===== config.mk =====
export PLATFORM = sky130hd
export DESIGN_NAME = ride_queue_ctrl
export DESIGN_NICKNAME = d
export VERILOG_FILES = /design/src/rtl/ride_queue_pkg.sv /design/src/rtl/ride_queue_seg7_dec.sv /design/src/rtl/ride_queue_ctrl.sv
export SDC_FILE = /design/constraint.sdc
export NUM_CORES = 1
export LEC_CHECK = 0
export BUFFER_PORTS_ARGS = -buffer_cell sky130_fd_sc_hd__buf_4
export CAP_MARGIN = 30
export CORE_ASPECT_RATIO = 1.5
export CORE_MARGIN = 5
export CORE_UTILIZATION = 30
export CTS_BUF_LIST = sky130_fd_sc_hd__clkbuf_4 sky130_fd_sc_hd__clkbuf_8
export DETAILED_ROUTE_END_ITERATION = 6
export GPL_TIMING_DRIVEN = 0
export SLEW_MARGIN = 30
export SYNTH_ARGS = -nofsm -noshare
export SYNTH_HDL_FRONTEND = slang
export SYNTH_SLANG_ARGS = --single-unit

===== constraint.sdc =====
create_clock -name CLOCK_50 -period 3.7 [get_ports CLOCK_50]
set_input_delay 0 -clock CLOCK_50 [delete_from_list [all_inputs] [get_ports CLOCK_50]]
set_output_delay 0 -clock CLOCK_50 [all_outputs]
set_load 0.005 [all_outputs]

===== src/rtl/ride_queue_pkg.sv =====
// Shared constants for the ride queue controller: command bit positions,
// count width, arm-state encoding and active-low seven-segment patterns.
package ride_queue_pkg;

    localparam int CNT_W = 8;

    localparam int CMD_ADD1 = 0;
    localparam int CMD_ADD2 = 1;
    localparam int CMD_ADD3 = 2;
    localparam int CMD_RIDE = 3;

    typedef enum logic {
        ST_ARMED  = 1'b0,
        ST_LOCKED = 1'b1
    } arm_state_t;

    // Segment order is {g,f,e,d,c,b,a}; a lit segment is driven low.
    localparam logic [6:0] SEG_BLANK = 7'b1111111;
    localparam logic [9:0][6:0] SEG_DIGITS = {
        7'b0010000,  // 9
        7'b0000000,  // 8
        7'b1111000,  // 7
        7'b0000010,  // 6
        7'b0010010,  // 5
        7'b0011001,  // 4
        7'b0110000,  // 3
        7'b0100100,  // 2
        7'b1111001,  // 1
        7'b1000000   // 0
    };
    localparam logic [6:0] SEG_ZERO = SEG_DIGITS[0];

    function automatic logic [6:0] seg_pattern(input logic [3:0] digit, input logic blank);
        if (blank || (digit > 4'd9)) begin
            return SEG_BLANK;
        end
        return SEG_DIGITS[digit];
    endfunction

endpackage


===== src/rtl/ride_queue_seg7_dec.sv =====
// Single-digit seven-segment decoder; digits above 9 or a blank request
// produce an all-dark pattern.
module seg7_dec
    import ride_queue_pkg::*;
(
    input  logic [3:0] digit,
    input  logic       blank,
    output logic [6:0] seg
);

    assign seg = seg_pattern(digit, blank);

endmodule


===== src/rtl/ride_queue_ctrl.sv =====
// Ride queue counter: tick-qualified one-hot commands add people or dispatch
// rides. Optional HEX display outputs are built when RIDE_QUEUE_SEG_EN is defined.
module ride_queue_ctrl
    import ride_queue_pkg::*;
#(
    parameter int STEP     = 4,
    parameter int RIDE_CAP = 8,
    parameter int MAX_WAIT = 20
) (
    input  logic       CLOCK_50,
    input  logic       RESET_N,
    input  logic       tick,
    input  logic [3:0] cmd,
    output logic [6:0] wait_cnt,
    output logic [3:0] rides_avail,
    output logic [7:0] rides_done,
    output logic       err
`ifdef RIDE_QUEUE_SEG_EN
    ,
    output logic [6:0] HEX0,
    output logic [6:0] HEX1,
    output logic [6:0] HEX3
`endif
);

    localparam logic [CNT_W-1:0] STEP_W = CNT_W'(STEP);
    localparam logic [CNT_W-1:0] CAP_W  = CNT_W'(RIDE_CAP);
    localparam logic [CNT_W-1:0] MAX_W  = CNT_W'(MAX_WAIT);

    arm_state_t       state_reg, state_next;
    logic [CNT_W-1:0] wait_reg, wait_next;
    logic [3:0]       avail_reg, avail_next;
    logic [7:0]       done_reg, done_next;
    logic             err_reg, err_next;

    logic             cmd_valid;
    logic [CNT_W-1:0] add_amt;
    logic [CNT_W-1:0] add_sum;

    assign cmd_valid = $onehot(cmd);

    always_comb begin
        add_amt = '0;
        if (cmd[CMD_ADD1]) begin
            add_amt = STEP_W;
        end else if (cmd[CMD_ADD2]) begin
            add_amt = CNT_W'(2 * STEP);
        end else if (cmd[CMD_ADD3]) begin
            add_amt = CNT_W'(3 * STEP);
        end
    end

    assign add_sum = wait_reg + add_amt;

    // A held switch is accepted once; only a tick with no command re-arms.
    always_comb begin
        state_next = state_reg;
        wait_next  = wait_reg;
        done_next  = done_reg;
        err_next   = err_reg;
        if (tick) begin
            if (!cmd_valid) begin
                state_next = ST_ARMED;
            end else if (state_reg == ST_ARMED) begin
                state_next = ST_LOCKED;
                if (cmd[CMD_RIDE]) begin
                    if (wait_reg >= CAP_W) begin
                        wait_next = wait_reg - CAP_W;
                        done_next = done_reg + 8'd1;
                        err_next  = 1'b0;
                    end else begin
                        err_next  = 1'b1;
                    end
                end else if (add_sum <= MAX_W) begin
                    wait_next = add_sum;
                    err_next  = 1'b0;
                end else begin
                    err_next  = 1'b1;
                end
            end
        end
        avail_next = 4'(wait_next / CAP_W);
    end

    always_ff @(posedge CLOCK_50 or negedge RESET_N) begin
        if (!RESET_N) begin
            state_reg <= ST_ARMED;
            wait_reg  <= '0;
            avail_reg <= '0;
            done_reg  <= '0;
            err_reg   <= 1'b0;
        end else begin
            state_reg <= state_next;
            wait_reg  <= wait_next;
            avail_reg <= avail_next;
            done_reg  <= done_next;
            err_reg   <= err_next;
        end
    end

    assign wait_cnt    = wait_reg[6:0];
    assign rides_avail = avail_reg;
    assign rides_done  = done_reg;
    assign err         = err_reg;

`ifdef RIDE_QUEUE_SEG_EN
    // Digits are decoded from the next-state values so the displays are
    // registered alongside wait_cnt and rides_avail.
    logic [3:0] dig_next [3];
    logic       blk_next [3];
    logic [6:0] seg_next [3];
    logic [6:0] hex_reg  [3];

    assign dig_next[0] = 4'(wait_next % 8'd10);
    assign blk_next[0] = 1'b0;
    assign dig_next[1] = 4'(wait_next / 8'd10);
    assign blk_next[1] = (wait_next < 8'd10);
    assign dig_next[2] = avail_next;
    assign blk_next[2] = 1'b0;

    for (genvar gi = 0; gi < 3; gi++) begin : g_seg
        seg7_dec u_dec (
            .digit (dig_next[gi]),
            .blank (blk_next[gi]),
            .seg   (seg_next[gi])
        );

        always_ff @(posedge CLOCK_50 or negedge RESET_N) begin
            if (!RESET_N) begin
                hex_reg[gi] <= (gi == 1) ? SEG_BLANK : SEG_ZERO;
            end else begin
                hex_reg[gi] <= seg_next[gi];
            end
        end
    end

    assign HEX0 = hex_reg[0];
    assign HEX1 = hex_reg[1];
    assign HEX3 = hex_reg[2];
`endif

endmodule


==> results of run 1 <==
[layer usage]
metal	vias to the layer above	GRT usage, %	share of wire, %
li1	451	-	-
met1	432	11.18	38
met5	-	0	0
met2	25	18.70	55
met3	4	2.108	5.3
met4	0	4.435	1.4
[area by class of cell]
cell class	instances	area (um2)	area share (%)
Buffer	15	108.9	7.487
Timing Repair Buffer	26	200.2	13.77
Inverter	9	33.78	2.324
Sequential cell	16	400.4	27.54
Multi-Input combinational cell	77	601.8	41.39
Tap cell	43	53.80	3.701
Clock buffer	4	55.05	3.787
[worst min path at each step]
stage             from                         to  slack (ps)
3_3_place_gp   RESET_N  rides_done[7]$_DFFE_PN0P_        -130
3_5_place_dp   RESET_N  rides_done[1]$_DFFE_PN0P_        -120
6_report       RESET_N  rides_done[1]$_DFFE_PN0P_         140
4_1_cts        RESET_N  rides_done[1]$_DFFE_PN0P_         140
5_1_grt        RESET_N            err$_DFFE_PN0P_         160
2_1_floorplan  RESET_N            err$_DFFE_PN0P_        -300
[worst max-delay path: cells and delay by family]
family                   cells  cell delay [ps]
AND/OR/NAND/NOR              4             1160
adder cells (fa/ha/maj)      3              950
buffers and inverters        4              530
AO/OA/AOI/OAI                2              380
[cell usage after synthesis, types with 4 or more instances]
| cell | n | area (um2) |
|---|---|---|
| xnor2_1 | 8 | 70.07 |
| inv_1 | 9 | 33.78 |
| nor3_1 | 4 | 20.02 |
| nor2_1 | 9 | 33.78 |
| a21oi_1 | 5 | 25.02 |
| dfrtp_1 | 16 | 400.4 |
| nand2_1 | 6 | 22.52 |
| xor2_1 | 4 | 35.03 |
| ha_1 | 6 | 75.07 |
| buf_4 | 11 | 82.58 |
[where the power goes]
group / internal, mW / leakage, nW / switching [mW]
clock network: 0.0945 / 0.0288 / 0.0622
logic: 0.266 / 0.466 / 0.208
registers: 0.225 / 0.199 / 0.0621
[cell families after synthesis]
logic type,Yosys count
buf+inv,24
compound gates,16
other cells,1
mux,3
xor+xnor,12
fa+ha+maj,8
flops,16
simple gates,36
[repair_timing]
item / 4_1_cts / 5_1_grt
hold buffers: 2 / 0
hold endpoints to repair: 17 / 0
setup endpoints to repair: 0 / 0
==> out/metrics.csv, run 1 <==
metric,value,unit
wl_per_cell,12.78,um
final_area,1454,um2
insertion_delay,250,ps
crit_end,wait_reg[7]$_DFFE_PN0P_,
clock-sinks,16,
path_max_fanout,10,
crit_start,cmd[3],
h-tree-depth,1,
synth_compound_area_share,11.95,%
grt_pass1_vias,965,
cts-root-buf,clkbuf_8,
finalMaxSlewViolations,0,
cp.required,3880,ps
p_leak,0.6932,nW
via_count,912,
gp_congestion,0.8729,
port_buffers,24,
final_common_cell,buf_4,
antenna_left,0,
layout_common_cells,"buf_4 (35), dfrtp_1 (16), inv_1 (9), nor2_1 (9), xnor2_1 (8)",
outcome,finished clean,
ys.flop_type,dfrtp_1,
max_stage_delay,520,ps
synthXorXnorAreaFrac,9.211,%
synthMuxAreaShare,3.289,%
coreArea,3682,um2
place_area,1379,um2
fmax,353.4,MHz
synth-simple-area-share,17.54,%
die_h,85.54,um
syn_to_final_growth,27.41,%
dieArea,5162,um2
whs,142.0,ps
cellPowerDensity,631.8,nW/um2
cts_setup_buffers,0,
cts_buffer_depth,2,
reg2reg_to,wait_reg[2]$_DFFE_PN0P_,
utilization,39.48,%
viasPerCell,4.800,
initial_utilization,30.99,%
syn_avg_cell_area,9.837,um2
ioPinCount,27,
rows,27,
nFillCells,385,
yosysSeqAreaShare,35.09,%
drtIter0Drc,21,
synth_fa_ha_area_share,10.09,%
finalClockSkew,7.202,ps
worst-setup-path-type,in -> reg,
hold_viol_final,0,
grt_max_degree,17,
cts_tree,done,
grt_pass1_wl,4.167,mm
path_clk_slew,70,ps
crit_path_end_kind,register,
numCtsBuffers,3,
rr_startpoint,wait_reg[2]$_DFFE_PN0P_,
hold_class,in -> async,
dp_hpwl,1.921,mm
cts_resized,0,
finalNetCount,163,
syn-instance-count,116,
fin_crit_sh,76.48,%
layoutNonFillerInstCount,190,
reg2reg_slack,1100,ps
yosysWarnings,0,
fin_ws,870.3,ps
total_power,918.6,uW
dpl_worst_slack,597.0,ps
tns,0,ps
synth.cell_area,1141,um2
r2r_cells,8,
drive_above_1_share,35.37,%
antenna_found_initial,0,
arrival,3010,ps
crit_path_top_delay_cell,fa_1,
rsz0062_at_grt,false,
routed_wirelength,2.428,mm
fin_crit,2830,ps
synth-edff-count,0,
cp_cell_sequence,buf_4 -> buf_2 -> inv_1 -> fa_1 -> inv_1 -> ha_1 -> ha_1 -> nor3b_1 -> and3b_1 -> o311a_4 -> a41oi_4 -> or4_1 -> nand3_1,
route.detailed.drc,0,
peakVddDrop,305.0,uV
dp_cells,184,
n_antenna_cell,0,
ys_seq_elements,16,
firstDrtPassIters,4,
final-setup-viol-count,0,
largest_register_ffs,8,
grt_util_all_layers,10.36,%
synth_top_family_by_area,simple AND/OR/NAND/NOR gates,
critPathLaunchType,input pin,
globalRoute.totalOverflow,0,
ys_types,37,
max-cap-violations,0,
die_x,60.36,um
async_flop_share,100.0,%
(Power assumes the default switching activity.)
==> run 2, diff against run 1 <==
Settings changed: ABC_AREA set to 1.
Clock period 3.7 ns to 2.65 ns, I/O delays scaled along.
==> run 2 against run 1 <==
Effect of this change: clock-buffer cell count did not move; area after synthesis rose by 7.1%; clock skew fell by 3.3 ps; highest routed layer unchanged.
==> out/metrics.csv, run 2 <==
metric,value,unit
outcome,finished clean,
antenna_found_initial,0,
multi_input_comb_area,613.1,um2
ys.flop_type,dfrtp_1,
crit_path_end_kind,register,
max-cap-violations,0,
syn_avg_cell_area,8.149,um2
die_h,88.18,um
switching_share,38.25,%
largest_register_ffs,8,
yosysWarnings,0,
critPathLaunchType,input pin,
finalMaxSlewViolations,0,
cp.required,2830,ps
rsz0062_at_grt,false,
layout_common_cells,"buf_4 (34), nand2_1 (33), inv_1 (21), dfrtp_1 (16)",
ys_seq_elements,16,
peakVddDrop,494.9,uV
numCtsBuffers,3,
p_leak,0.8032,nW
cts_buffer_depth,2,
path_clk_slew,70,ps
route.detailed.drc,0,
finalNetCount,196,
viasPerCell,4.360,
path_max_fanout,8,
cellPowerDensity,926.9,nW/um2
cp_cell_sequence,buf_2 -> inv_4 -> fa_1 -> inv_1 -> ha_1 -> ha_1 -> nor2_1 -> nand3_2 -> nor2_4 -> nand3_2 -> inv_4 -> nand2_2 -> nor2_2 -> xor2_1,
worst-setup-path-type,in -> reg,
combPwrFrac,55.1,%
syn_to_final_growth,25.18,%
hold_class,in -> async,
synth-edff-count,0,
arrival,2180,ps
globalRoute.totalOverflow,0,
dp_hpwl,1.843,mm
final_common_cell,buf_4,
crit_path_top_delay_cell,fa_1,
port_buffers,23,
seqPwrFrac,29.3,%
power.internal,875.8,uW
coreArea,3959,um2
n_antenna_cell,0,
syn-instance-count,150,
initial_utilization,30.88,%
gp_congestion,0.7621,
regArea,400.4,um2
insertion_delay,250,ps
dieArea,5478,um2
die_x,62.12,um
finalClockSkew,3.896,ps
ys_types,25,
cts_setup_buffers,0,
cts-root-buf,clkbuf_8,
grt_max_degree,17,
ys_top_cells_by_count,"nand2_1 (33), inv_1 (21), dfrtp_1 (16), buf_4 (11)",
antenna_left,0,
utilization,38.65,%
wl_per_cell,10.43,um
via_count,981,
grt_util_all_layers,9.415,%
async_flop_share,100.0,%
synth.cell_area,1222,um2
fmax,499.3,MHz
p_clk_share,15.6,%
max_stage_delay,490,ps
total_power,1.418,mW
tns,0,ps
grt_pass1_wl,4.202,mm
h-tree-depth,1,
synth_top_area_share,32.75,%
drive_above_1_share,33.33,%
drtIter0Drc,18,
fin_crit,2003,ps
grt_pass1_vias,975,
final-setup-viol-count,0,
hold_viol_final,0,
clock-sinks,16,
routed_wirelength,2.347,mm
synth_top_area_cell,dfrtp_1,
synth_most_common_cell,nand2_1,
ioPinCount,27,
fin_crit_sh,75.58,%
switching_power,542.6,uW
nFillCells,423,
firstDrtPassIters,4,
synth_area_leaders,"dfrtp_1 (33%), nand2_1 (10%), buf_4 (6.8%), inv_1 (6.4%), ha_1 (6.1%)",
yosysSeqAreaShare,32.75,%
cts_tree,done,
rows,28,
-- run 2: cell count changes after synthesis, moves of 4 or more --
cell,change
nand2_2,+4
xnor2_1,-5
nand2_1,+27
nor2_1,-4
o21ai_2,+5
o21ai_0,+4
inv_1,+12
nand3_2,+5
-- run 2: cell families after synthesis --
kind of cell    share of synthesized area, %
fa+ha+maj                              9.417
flops                                  32.75
xor+xnor                               7.165
simple gates                           24.57
other cells                           0.3068
buf+inv                                17.40
compound gates                         8.393
-- run 2: layer usage --
metal  vias up  GRT usage (%)  share of wire, %  wire length [um]
met4         0          4.142               1.2                29
met5         -              0                 0                 0
met2        23          16.04                51              1202
met1       440          11.10                42               996
li1        514              -                 -                 -
met3         4          2.439               5.0               118
-- run 2: final cells by class --
type | count | area share (%)
Sequential cell | 16 | 26.17
Tap cell | 45 | 3.679
Clock buffer | 4 | 3.598
Inverter | 23 | 5.969
Multi-Input combinational cell | 97 | 40.07
Timing Repair Buffer | 25 | 12.59
Buffer | 15 | 7.931
-- run 2: critical path: cells and delay by family --
kind,cells,cell delay [ps]
xor+xnor,1,140
fa+ha+maj,3,920
buf+inv,4,430
simple gates,6,670
-- run 2: power groups by stage --
stage | Sequential (mW) | Combinational [mW] | Clock, mW
floorplan | 0.409 | 0.544 | 0
global placement | 0.422 | 0.787 | 0
detailed placement | 0.421 | 0.792 | 0
CTS | 0.419 | 0.797 | 0.230
global route | 0.434 | 0.887 | 0.245
finish | 0.415 | 0.782 | 0.221
-- run 2: metrics by stage --
| stage | std cells | setup slack, ps | instance area [um2] | hold slack [ps] |
|---|---|---|---|---|
| after floorplan | 151 | 569.2 | 1226 | -295.6 |
| after global placement | 219 | 366.6 | 1455 | -120.0 |
| after detailed placement | 219 | 346.9 | 1455 | -119.3 |
| after global routing | 225 | 474.0 | 1530 | 170.9 |
| final | 225 | 647.2 | 1530 | 139.1 |
| after CTS | 225 | 607.2 | 1530 | 156.0 |
-- run 2: what timing repair did --
item,CTS,global route
hold buffers,2,0
endpoints found under the hold margin,17,0
resized for setup,0,0
-- run 2: final timing paths --
check | start | endpoint | slack [ps] | depth (start not counted)
worst min-delay path | RESET_N | wait_reg[3]$_DFFE_PN0P_ | 140 | 2
max in group asynchronous | RESET_N | wait_reg[7]$_DFFE_PN0P_ | 2320 | 2
min in group CLOCK_50 | cmd[3] | rides_done[0]$_DFFE_PN0P_ | 180 | 3
worst min register to register | err$_DFFE_PN0P_ | err$_DFFE_PN0P_ | 510 | 1
worst max-delay path | cmd[3] | rides_done[4]$_DFFE_PN0P_ | 650 | 14
worst max register to register | wait_reg[2]$_DFFE_PN0P_ | wait_reg[3]$_DFFE_PN0P_ | 670 | 11
==> run 3, diff against run 2 <==
Settings changed: ABC_AREA 1 to 0.
Clock period 2.65 ns to 1.61 ns, I/O delays scaled along.
==> run 3 against run 2 <==
Effect of this change: the run now ends with negative setup slack left; clock skew down 1.8 ps; first-iteration DRC count down 33%; critical path depth down 4; utilization up 8.3 points; hold slack worse by 130 ps; via count down 0.92%; non-clock buffer count up 16; critical endpoint is now wait_reg[5]$_DFFE_PN0P_.
==> out/metrics.csv, run 3 (same netlist as run 1, synthesis figures left out) <==
metric,value,unit
switching_share,36.65,%
dpl_worst_slack,-1126,ps
finalNetCount,178,
cpMostUsedCell,buf_6,
utilization,46.99,%
die_h,85.54,um
cts-root-buf,clkbuf_8,
p_clk_share,14.8,%
cp_num_buf_inv,2,
largest_register_ffs,8,
outcome,finished with violations,
crit_path_end_kind,register,
firstDrtPassIters,4,
max_stage_delay,380,ps
path_clk_slew,60,ps
ioPinCount,27,
gp_congestion,0.8241,
fin_crit_sh,140.1,%
cellPowerDensity,1355,nW/um2
critPathLaunchType,register,
reg2reg_to,wait_reg[5]$_DFFE_PN0P_,
total_power,2.345,mW
hold_path_end,state_reg$_DFFE_PN0P_,
hold_viol_final,0,
coreArea,3682,um2
switching_power,859.3,uW
peakVddDrop,993.1,uV
rr_startpoint,wait_reg[2]$_DFFE_PN0P_,
max-cap-violations,0,
finalClockSkew,2.101,ps
r2r_cells,10,
crit_path_top_delay_cell,dfrtp_1,
fmax,443.3,MHz
layout_common_cells,"buf_4 (43), dfrtp_1 (15), buf_6 (8), nor2_1 (7)",
final_common_cell,buf_4,
dp_hpwl,1.950,mm
routed_wirelength,2.709,mm
path_max_fanout,7,
final_area,1730,um2
cp_cell_sequence,ha_2 -> fa_2 -> and3b_2 -> nor3_2 -> o22ai_2 -> a41oi_4 -> buf_6 -> buf_6 -> nor2_2 -> xor2_1,
cp_top_family,adder cells,
port_buffers,24,
power.internal,1.485,mW
combPwrFrac,56.4,%
p_leak,0.8281,nW
cts_tree,done,
h-tree-depth,1,
hold_class,in -> reg,
viasPerCell,4.741,
violations,negative setup slack,
worst-setup-path-type,reg -> reg,
initial_utilization,30.99,%
arrival,2390,ps
final-setup-viol-count,15,
n_antenna_cell,0,
insertion_delay,250,ps
reg2reg_slack,-650,ps
finalMaxSlewViolations,0,
drtIter0Drc,12,
fin_crit,2256,ps
hp-start,tick,
grt_max_degree,17,
dieArea,5162,um2
antenna_left,0,
antenna_found_initial,0,
clock-sinks,16,
numCtsBuffers,3,
die_x,60.36,um
grt_util_all_layers,11.60,%
drive_above_1_share,55.56,%
cts_buffer_depth,2,
syn_to_final_growth,51.64,%
worstHoldPathCells,2,
globalRoute.totalOverflow,0,
fin_ws,-645.7,ps
via_count,972,
rsz0062_at_grt,true,
grt_pass1_wl,4.609,mm
cp.required,1740,ps
wl_per_cell,13.21,um
route.detailed.drc,0,
grt_pass1_vias,1065,
place_area,1425,um2
seqPwrFrac,28.7,%
rows,27,
## run 3: worst max-delay path by stage
| stage | from | endpoint | slack [ps] | cells after the start |
|---|---|---|---|---|
| finish | wait_reg[2]$_DFFE_PN0P_ | wait_reg[5]$_DFFE_PN0P_ | -650 | 10 |
| global route | wait_reg[3]$_DFFE_PN0P_ | wait_reg[2]$_DFFE_PN0P_ | -740 | 7 |
| CTS | cmd[3] | wait_reg[2]$_DFFE_PN0P_ | -680 | 13 |
| detailed placement | cmd[3] | wait_reg[2]$_DFFE_PN0P_ | -1130 | 13 |
| global placement | cmd[3] | wait_reg[2]$_DFFE_PN0P_ | -1080 | 13 |
| floorplan | cmd[3] | wait_reg[2]$_DFFE_PN0P_ | -790 | 12 |
## run 3: cell type report
class	instances	area (um2)
sequential	16	401.6
inverter	9	46.29
timing repair buffer	42	359.1
tap	43	53.80
clock buffer	4	55.05
fill	359	1952
buffer	14	103.9
multi-input combinational	77	710.7
## run 3: what timing repair did
item / in CTS / in global routing
resized for setup: 20 / 17
endpoints found under the hold margin: 16 / 0
setup endpoints to repair: 15 / 15
hold buffers: 1 / 0
pin swaps: 11 / 11
buffers inserted: 15 / 2
## run 3: power by group through the flow
stage / sequential (mW) / clock [mW] / combinational, mW
2_1_floorplan: 0.643 / 0 / 0.727
3_3_place_gp: 0.664 / 0 / 1.08
3_5_place_dp: 0.671 / 0 / 1.11
4_1_cts: 0.674 / 0.364 / 1.26
5_1_grt: 0.696 / 0.378 / 1.46
6_report: 0.674 / 0.348 / 1.32
## run 3: per-layer routing
| layer | wire (um) | vias up | GRT usage (%) | part of all wire, % |
|---|---|---|---|---|
| li1 | - | 487 | - | - |
| met2 | 1586 | 18 | 21.75 | 59 |
| met1 | 988 | 461 | 11.87 | 36 |
| met3 | 76 | 6 | 1.054 | 2.8 |
| met5 | 0 | - | 0 | 0 |
| met4 | 58 | 0 | 6.452 | 2.1 |
## run 3: through the flow
step	hold slack, ps	setup TNS (ps)	cells
2_1_floorplan	-295.6	-8079	117
3_5_place_dp	-130.4	-12870	184
3_3_place_gp	-132.8	-12240	184
4_1_cts	2.718	-8831	204
5_1_grt	18.55	-9433	205
6_report	8.173	-7849	205
